$ cat src/rtl/game_pkg.sv
// rtl/game_pkg.sv - shared types and constants for the catch-the-fruit game timer
package game_pkg;

  // Timer control states
  typedef enum logic [1:0] {
    IDLE   = 2'd0,
    RUN    = 2'd1,
    PAUSED = 2'd2,
    DONE   = 2'd3
  } timer_state_t;

  // Width of one BCD digit
  localparam int BCD_W = 4;

  // Largest legal BCD digit; also the value a digit takes after a borrow
  localparam logic [BCD_W-1:0] BCD_MAX = 4'd9;

endpackage

$ cat src/rtl/bcd_down_digit.sv
// rtl/bcd_down_digit.sv - one BCD digit: borrow-chained decrement, load clamp and zero flag
module bcd_down_digit
  import game_pkg::*;
(
  input  logic [BCD_W-1:0] digit_i,
  input  logic             borrow_in_i,
  input  logic [BCD_W-1:0] load_digit_i,
  output logic [BCD_W-1:0] dec_digit_o,
  output logic             borrow_out_o,
  output logic [BCD_W-1:0] clamp_digit_o,
  output logic             zero_o
);

  // Decrement when borrowed from; a zero digit rolls to 9 and passes the borrow on
  always_comb begin
    dec_digit_o  = digit_i;
    borrow_out_o = 1'b0;
    if (borrow_in_i) begin
      if (digit_i == '0) begin
        dec_digit_o  = BCD_MAX;
        borrow_out_o = 1'b1;
      end else begin
        dec_digit_o = digit_i - 1'b1;
      end
    end
  end

  // Non-BCD codes on load are forced to 9 so the count is always legal BCD
  always_comb begin
    clamp_digit_o = (load_digit_i > BCD_MAX) ? BCD_MAX : load_digit_i;
    zero_o        = (digit_i == '0);
  end

endmodule

$ cat src/rtl/game_timer.sv
// rtl/game_timer.sv - BCD countdown timer with start/pause/load and done handshake; optional warn via GAME_TIMER_WARN_EN
module game_timer
  import game_pkg::*;
#(
  parameter int                   CLK_HZ      = 50_000_000,
  parameter int                   TICK_HZ     = 1,
  parameter int                   DIGITS      = 2,
  parameter logic [4*DIGITS-1:0]  START_VALUE = 'h60,
  parameter logic [4*DIGITS-1:0]  WARN_VALUE  = 'h10
) (
  input  logic                  CLOCK_50,
  input  logic                  Reset,
  input  logic                  start,
  input  logic                  pause,
  input  logic                  load,
  input  logic [4*DIGITS-1:0]   load_value,
  output logic [4*DIGITS-1:0]   bcd_out,
  output logic                  tick,
  output logic                  running,
  output logic                  done,
  output logic                  done_pulse,
  output logic                  warn
);

  localparam int             W        = BCD_W * DIGITS;
  localparam int             DIV      = CLK_HZ / TICK_HZ;
  localparam int             DIV_W    = $clog2(DIV);
  localparam logic [DIV_W-1:0] DIV_LAST = DIV_W'(DIV - 1);

  timer_state_t     state_q, state_d;
  logic [W-1:0]     count_q, count_d;
  logic [DIV_W-1:0] div_q, div_d;
  logic             tick_q, tick_d;
  logic             done_pulse_q, done_pulse_d;

  logic [W-1:0]     dec_count;
  logic [W-1:0]     clamp_count;
  logic [DIGITS:0]  borrow;
  logic [DIGITS-1:0] zero;
  logic             count_is_zero;
  logic             count_is_one;

  // Decrement always subtracts one from digit 0; borrows ripple upward
  assign borrow[0] = 1'b1;

  genvar g;
  generate
    for (g = 0; g < DIGITS; g++) begin : g_digit
      bcd_down_digit u_digit (
        .digit_i       (count_q[g*BCD_W +: BCD_W]),
        .borrow_in_i   (borrow[g]),
        .load_digit_i  (load_value[g*BCD_W +: BCD_W]),
        .dec_digit_o   (dec_count[g*BCD_W +: BCD_W]),
        .borrow_out_o  (borrow[g+1]),
        .clamp_digit_o (clamp_count[g*BCD_W +: BCD_W]),
        .zero_o        (zero[g])
      );
    end
  endgenerate

  assign count_is_zero = &zero;
  assign count_is_one  = (count_q == W'(1));

  // Next-state: load beats start beats pause; divider runs only while in RUN
  always_comb begin
    state_d      = state_q;
    count_d      = count_q;
    div_d        = div_q;
    tick_d       = 1'b0;
    done_pulse_d = 1'b0;
    if (load) begin
      count_d = clamp_count;
      div_d   = '0;
      state_d = IDLE;
    end else if (start && (state_q != RUN)) begin
      case (state_q)
        IDLE: begin
          div_d = '0;
          if (count_is_zero) begin
            state_d      = DONE;
            done_pulse_d = 1'b1;
          end else begin
            state_d = RUN;
          end
        end
        PAUSED: state_d = RUN;
        DONE: begin
          count_d = START_VALUE;
          div_d   = '0;
          state_d = RUN;
        end
        default: state_d = state_q;
      endcase
    end else if (state_q == RUN) begin
      // The pause edge still counts the cycle just spent in RUN
      if (div_q == DIV_LAST) begin
        div_d = '0;
        // A borrow out of the top digit would mean wrapping below zero
        if (!borrow[DIGITS]) begin
          count_d = dec_count;
          tick_d  = 1'b1;
          if (count_is_one) begin
            state_d      = DONE;
            done_pulse_d = 1'b1;
          end
        end
      end else begin
        div_d = div_q + 1'b1;
      end
      if (pause && (state_d == RUN)) begin
        state_d = PAUSED;
      end
    end
  end

  // State, count, divider and strobe registers
  always_ff @(posedge CLOCK_50) begin
    if (Reset) begin
      state_q      <= IDLE;
      count_q      <= START_VALUE;
      div_q        <= '0;
      tick_q       <= 1'b0;
      done_pulse_q <= 1'b0;
    end else begin
      state_q      <= state_d;
      count_q      <= count_d;
      div_q        <= div_d;
      tick_q       <= tick_d;
      done_pulse_q <= done_pulse_d;
    end
  end

  assign bcd_out    = count_q;
  assign tick       = tick_q;
  assign done_pulse = done_pulse_q;
  assign running    = (state_q == RUN);
  assign done       = (state_q == DONE);

`ifdef GAME_TIMER_WARN_EN
  logic warn_q, warn_d;

  // Packed BCD orders the same as its decimal value, so an unsigned compare is a BCD magnitude compare
  always_comb begin
    warn_d = (state_d != IDLE) && (count_d <= WARN_VALUE);
  end

  // Warn register tracks the count register
  always_ff @(posedge CLOCK_50) begin
    if (Reset) begin
      warn_q <= 1'b0;
    end else begin
      warn_q <= warn_d;
    end
  end

  assign warn = warn_q;
`else
  assign warn = 1'b0;
`endif

endmodule

$ cat config.mk
export PLATFORM = sky130hd
export DESIGN_NAME = game_timer
export DESIGN_NICKNAME = d
export VERILOG_FILES = /design/src/rtl/game_pkg.sv /design/src/rtl/bcd_down_digit.sv /design/src/rtl/game_timer.sv
export SDC_FILE = /design/constraint.sdc
export NUM_CORES = 1
export LEC_CHECK = 0
export CAP_MARGIN = 30
export CORE_ASPECT_RATIO = 1.75
export CORE_MARGIN = 5
export CORE_UTILIZATION = 25
export CTS_BUF_LIST = sky130_fd_sc_hd__clkbuf_4 sky130_fd_sc_hd__clkbuf_8
export DETAILED_ROUTE_END_ITERATION = 6
export GPL_ROUTABILITY_DRIVEN = 0
export PLACE_DENSITY = 0.47
export SKIP_LAST_GASP = 1
export SLEW_MARGIN = 15
export SYNTH_ARGS = -nofsm -noshare
export SYNTH_HDL_FRONTEND = slang
export SYNTH_SLANG_ARGS = --single-unit
$ cat constraint.sdc
create_clock -name CLOCK_50 -period 2.5 [get_ports CLOCK_50]
set_input_delay 0.5 -clock CLOCK_50 [delete_from_list [all_inputs] [get_ports CLOCK_50]]
set_output_delay 0.5 -clock CLOCK_50 [all_outputs]
set_load 0.1 [all_outputs]
Word-level counts from Yosys, hierarchy flattened
Cells that the tools add are included.
{"block": "word_totals", "reg_bits": 38, "out_inout_bits": 13, "word_cells": 79}
{"block": "classes", "n_addsub": 3, "n_lt_le_gt_ge": 2, "n_eq_ne": 11, "n_mux": 37, "bitwise": 2, "n_reduce_logical": 18}
{"cell": "two-way mux 26 bit", "count": 4}
{"cell": "two-way mux 8 bit", "count": 6}
{"cell": "adder 26 x 1 -> 26 bit, second input constant", "count": 1}
{"cell": "== test 26 bit, second input constant", "count": 1}
{"cell": "two-way mux 2 bit", "count": 10}
{"cell": "two-way mux 4 bit", "count": 5}
{"cell": "two-way mux 1 bit", "count": 11}
{"cell": "nonzero test 3 bit", "count": 3}
{"cell": "== test 8 x 1 -> 1 bit, second input constant", "count": 1}
{"cell": "greater-than comparator 4 bit, second input constant", "count": 2}
{"cell": "logical NOT 4 bit", "count": 2}
{"cell": "subtractor 4 x 1 -> 4 bit, second input constant", "count": 2}
{"cell": "!= test 3 bit, second input constant", "count": 2}
{"cell": "AND reduction 2 bit", "count": 3}
{"cell": "OR reduction 2 bit", "count": 3}
{"cell": "AND reduction 5 bit", "count": 1}
{"cell": "OR reduction 5 bit", "count": 1}
{"cell": "== test 2 x 1 -> 1 bit, second input constant", "count": 2}
{"cell": "== test 2 bit, second input constant", "count": 2}
{"cell": "one-hot mux 2 bit (2 select lines)", "count": 1}
{"cell": "AND reduction 4 bit", "count": 1}
{"cell": "!= test 3 x 2 -> 1 bit, second input constant", "count": 1}
{"cell": "logical AND 1 bit", "count": 2}
{"cell": "logical NOT 2 bit", "count": 1}
{"cell": "other kinds (4)", "count": 5}

Depth between registers and ports, before layout
{"block": "depth", "depth_word": 13, "depth_mapped": 9}

Modules after synthesis
Synthesis repeated with hierarchy kept, for this count alone.
{"block": "unflattened", "hier_cells": 303, "hier_area_um2": 2357.3}
{"module": "game_timer", "n_inst": 1, "cells_per_inst": 269, "area_per_inst_um2": 2104.5, "seq_area_each_um2": 760.7}
{"module": "bcd_down_digit", "n_inst": 2, "cells_per_inst": 17, "area_per_inst_um2": 126.4, "seq_area_each_um2": 0.0}

Worst setup path after synthesis
OpenSTA, ideal clock, no wires.
{"block": "synth_timing", "path_type": "reg2reg", "startpoint": "register state_q[1]", "endpoint": "register count_q[0], in the netlist bcd_out[0]", "t_arrival_ns": 2.502, "t_required_ns": 2.379, "setup_slack_ns": -0.123, "path_stages_with_launch": 9, "n_path_buf": 1, "period_less_slack_ns": 2.623, "cell_sequence": "dfxtp_1 inv_1 ha_1 clkbuf_1 inv_1 a21oi_1 nor2_1 a21o_1 mux2_2"}
{"block": "synth_between", "word_cells_on_any_way": 11}
{"element": "start, declared", "line": "game_timer.sv:30", "text": "timer_state_t state_q, state_d;"}
{"element": "start signal, assigned", "line": "game_timer.sv:125", "text": "state_q <= state_d;"}
{"element": "== test 2 x 1 -> 1 bit"}
{"element": "net running", "line": "game_timer.sv:19", "text": "output logic running,"}
{"element": "nonzero test 3 bit (no line)"}
{"element": "AND reduction 4 bit (no line)"}
{"element": "end signal, assigned", "line": "game_timer.sv:126", "text": "count_q <= count_d;"}
{"element": "end, declared", "line": "game_timer.sv:31", "text": "logic [W-1:0] count_q, count_d;"}
The timed path passes the listed nets, and every way through them passes these cells.
A chain may end at the register's enable or synchronous reset.

Final worst setup path
{"block": "layout_timing", "startpoint": "register count_q[0], in the netlist bcd_out[0]", "endpoint": "register count_q[6], in the netlist bcd_out[6]"}
{"block": "layout_between", "elab_chain_cells": 5, "word_cells_on_any_way": 6}
{"element": "logical NOT 4 bit (*)", "line": "bcd_down_digit.sv:19", "text": "if (digit_i == '0) begin"}
{"element": "two-way mux 1 bit (*)", "line": "bcd_down_digit.sv:19"}
{"element": "two-way mux 1 bit", "line": "bcd_down_digit.sv:18", "text": "if (borrow_in_i) begin"}
{"element": "!= test 3 bit (no line)"}
{"element": "AND reduction 5 bit (no line) (*)"}
Every way passes the cells marked *; elsewhere a longest branch is shown, timed or not.

==> tab_implementation.tex <==
\begin{tabular}{lr}
\hline
Metric & Value \\
\hline
\multicolumn{2}{l}{\textbf{Outcome}} \\
\quad Result of the run & completed \\
\multicolumn{2}{l}{\textbf{STA}} \\
\quad Clock Skew & 9.46 ps \\
\quad Top achievable clock speed & 428 MHz \\
\quad Number of setup violations in the final report & 0 \\
\quad Final hold viol count & 0 \\
\quad Ratio of final minimum period to clock period & 0.934 \\
\quad Worst rel slew slack & 0.645 \\
\quad Number of pins exceeding their max-slew limit in the final report & 0 \\
\quad Min Tclk post-route & 2340 ps \\
\quad Unrepaired setup endpoints after global routing & no \\
\quad Total Neg Setup Slack & 0 ps \\
\quad Transition time at the pin with the least slew margin & 527 ps \\
\quad Tightest hold margin & 492 ps \\
\quad Final setup slack of the worst path & 164 ps \\
\multicolumn{2}{l}{\textbf{Clock tree}} \\
\quad Worst skew pair latency & 300 ps \\
\quad Number of sinks driven by the clock tree & 38 \\
\quad Hold-fix buffers at CTS & 0 \\
\quad Clock-pin slew on the worst setup and hold paths & 80 ps \\
\quad Number of buffers created by CTS & 5 \\
\quad Total of cells resized after clock tree synthesis & 0 \\
\quad H-tree levels & 2 \\
\quad Post-CTS Setup Repair Bufs & 0 \\
\quad Cell at the root of the clock tree & clkbuf\_8 \\
\quad CTS tree & done \\
\quad Max Root-Sink Buffers & 2 \\
\multicolumn{2}{l}{\textbf{Routing}} \\
\quad Routed wire length & 7.05 mm \\
\quad Violation count after the first detailed-route iteration & 95 \\
\quad DRC violation count after routing & 0 \\
\quad Number of vias in the routed layout & 2,334 \\
\quad Avg Vias per Cell & 5.06 \\
\quad 1st-pass router iterations & 4 \\
\quad Number of nets still failing antenna checks after routing & 0 \\
\quad Wire length per cell & 15.3 um \\
\multicolumn{2}{l}{\textbf{Final layout}} \\
\quad Share of final-layout standard cells stronger than drive strength 1 & 0.147 \\
\quad Commonest non-fill, non-tap cell in the layout & nand2\_1 \\
\quad Reg area & 763 sq um \\
\quad Final core utilization & 0.305 \\
\quad Diode insertion count for antenna repair & 0 \\
\quad Area used by multi-input combinational logic & 1490 sq um \\
\quad Number of filler cells placed in the layout & 1,092 \\
\quad Commonest cells after routing, fill and taps aside & nand2\_1, dfxtp\_1, a21oi\_1 \\
\quad Synth-to-Final Area Change & 20.3\% \\
\quad Fin nets & 358 \\
\multicolumn{2}{l}{\textbf{Yosys}} \\
\quad Number of nets in the synthesized netlist & 329 \\
\quad Mean instance size in the synthesized netlist & 7.72 sq um \\
\quad Seq cells post-synth & 38 \\
\quad Sequential share of the synthesized area & 0.319 \\
\quad Most area-hungry cell type in the Yosys netlist & dfxtp\_1 \\
\quad Number of synthesized flops with an enable pin & 0 \\
\quad Proportion of register bits with asynchronous set or reset after synthesis & 0 \\
\quad Yosys top cell area share & 0.319 \\
\quad Count of distinct cell types in the synthesized netlist & 56 \\
\quad Syn Std Cell Area & 2390 sq um \\
\quad Dominant cells by area after synthesis & dfxtp\_1, nand2\_1, a21oi\_1, a31oi\_1, ha\_1 \\
\quad Top FF cell, synth & dfxtp\_1 \\
\quad Syn. warnings & 0 \\
\quad Cells after Synth & 309 \\
\multicolumn{2}{l}{\textbf{GRT}} \\
\quad Via count of the first global-routing pass & 2,418 \\
\quad Number of antenna violations at the first check in global routing & 0 \\
\quad Grt ovf & 0 \\
\quad Aggregate global-route resource usage & 0.125 \\
\quad Pin count of the biggest net entering global routing & 40 \\
\quad Wire length of the first global-routing pass & 11.8 mm \\
\multicolumn{2}{l}{\textbf{Placed design}} \\
\quad Final HPWL DP & 5.43 mm \\
\quad Number of buffer cells added on primary ports & 24 \\
\quad Worst slack after detailed placement & 159 ps \\
\multicolumn{2}{l}{\textbf{Floorplan}} \\
\quad Standard-cell row count & 47 \\
\quad Effective utilization at floorplan & 0.254 \\
\quad Horizontal die dimension & 83.9 um \\
\quad Die area & 11,700 sq um \\
\quad Height of the die & 139 um \\
\quad Floorplan Core Area & 9410 sq um \\
\quad Top-level I/O count & 26 \\
\multicolumn{2}{l}{\textbf{Setup path}} \\
\quad Largest stage delay, worst path & 540 ps \\
\quad Critical-path maximum fanout & 6 \\
\quad Setup crit start kind & register \\
\quad Type of the worst setup path & register to register \\
\quad Critical path endpoint category & register \\
\quad Critical path's slowest cell & or3b\_2 \\
\quad Endpoint required time on the critical path & 2740 ps \\
\quad Crit path buf inv count & 1 \\
\quad Kind of cell adding the most delay to the critical path & simple AND/OR/NAND/NOR gates \\
\quad Ordered cell list for the critical path & inv\_1, ha\_1, or3b\_2, nor3\_2, nor3\_1, a21oi\_1, mux2i\_1 \\
\quad Arrival time at the worst endpoint & 2570 ps \\
\multicolumn{2}{l}{\textbf{Pwr}} \\
\quad Overall power of the completed layout & 1.36 mW \\
\quad Worst IR drop on VDD & 0.207 mV \\
\quad Total power per unit cell area & 475 nW/um\^{}2 \\
\quad Standby leakage power & 1.01 nW \\
\multicolumn{2}{l}{\textbf{Job}} \\
\quad Number of violations of the max-capacitance limit & 0 \\
\multicolumn{2}{l}{\textbf{Hold path}} \\
\quad Path type of the worst min-delay path & register to register \\
\hline
\end{tabular}
==> layout make-up <==
class                   instances  share of cell area
multi-input cells             242               0.518
flip-flops and latches         38               0.266
repair buffers                 37               0.112
well taps                     122              0.0532
clock buffers                   7              0.0314
inverters                      14              0.0183
clock inverters                 1             0.00174
==> sequential cells by signal (all words and copies together) (netlist names) <==
signal,cells
div_q,26
tick,1
bcd_out,8
state_q,2
done_pulse,1
==> stage by stage <==
step,std cells,cell area [sq um]
2_1_floorplan,309,2390
3_3_place_gp,453,2780
3_5_place_dp,453,2780
4_1_cts,461,2870
5_1_grt,461,2870
6_report,461,2870
==> per-layer routing <==
metal | track usage | routed length, um | vias up
met5 | 0 | 0 | -
met4 | 0.0500 | 180 | 0
met3 | 0.0213 | 228 | 11
met2 | 0.250 | 3970 | 51
met1 | 0.123 | 2680 | 1076
li1 | - | - | 1196
==> report_power, final <==
group | internal [mW] | total [mW] | switching, mW
Clock | 0.234 | 0.477 | 0.243
Combinational | 0.0840 | 0.253 | 0.169
Sequential | 0.616 | 0.633 | 0.0173
Total | 0.934 | 1.36 | 0.429
==> cells by family after synthesis <==
group / synth area share
compound gates: 0.211
xor+xnor: 0.0147
fa+ha+maj: 0.0367
buf+inv: 0.0603
flops: 0.319
mux: 0.0388
other cells: 0.00157
simple gates: 0.318
==> worst reg2reg max path, delay by kind of cell, from the launching register on <==
kind | cells | cell delay, ps
flip-flops | 1 | 360
multiplexers | 1 | 220
AND/OR/NAND/NOR | 3 | 980
adder cells (fa/ha/maj) | 1 | 240
buffers and inverters | 1 | 100
AO/OA/AOI/OAI | 1 | 370
==> worst paths after layout <==
kind,from,endpoint,slack (ps),cells after the start
min,div_q[21]$_SDFFE_PP0P_,div_q[21]$_SDFFE_PP0P_,490,1
max,bcd_out[0]$_SDFFE_PP0P_,bcd_out[6]$_SDFFE_PP1P_,160,7
max reg2reg,bcd_out[0]$_SDFFE_PP0P_,bcd_out[6]$_SDFFE_PP1P_,160,7
min reg2reg,div_q[21]$_SDFFE_PP0P_,div_q[21]$_SDFFE_PP0P_,490,1
==> synthesized netlist by cell type, types with 3 or more instances <==
master	number
nor4_1	7
ha_1	7
nor4b_1	4
inv_1	14
buf_4	3
buf_6	3
dfxtp_1	38
clkbuf_1	8
a31oi_1	16
nand2_1	41
nand3_1	17
a21oi_1	27
a22o_1	4
nand4_1	6
mux2i_1	7
nor3_1	8
nor2_1	20
and2_1	3
nand2b_1	8
o21ai_0	15
or3_1	3
and3_1	6
Power figures use the tool's default switching activity.
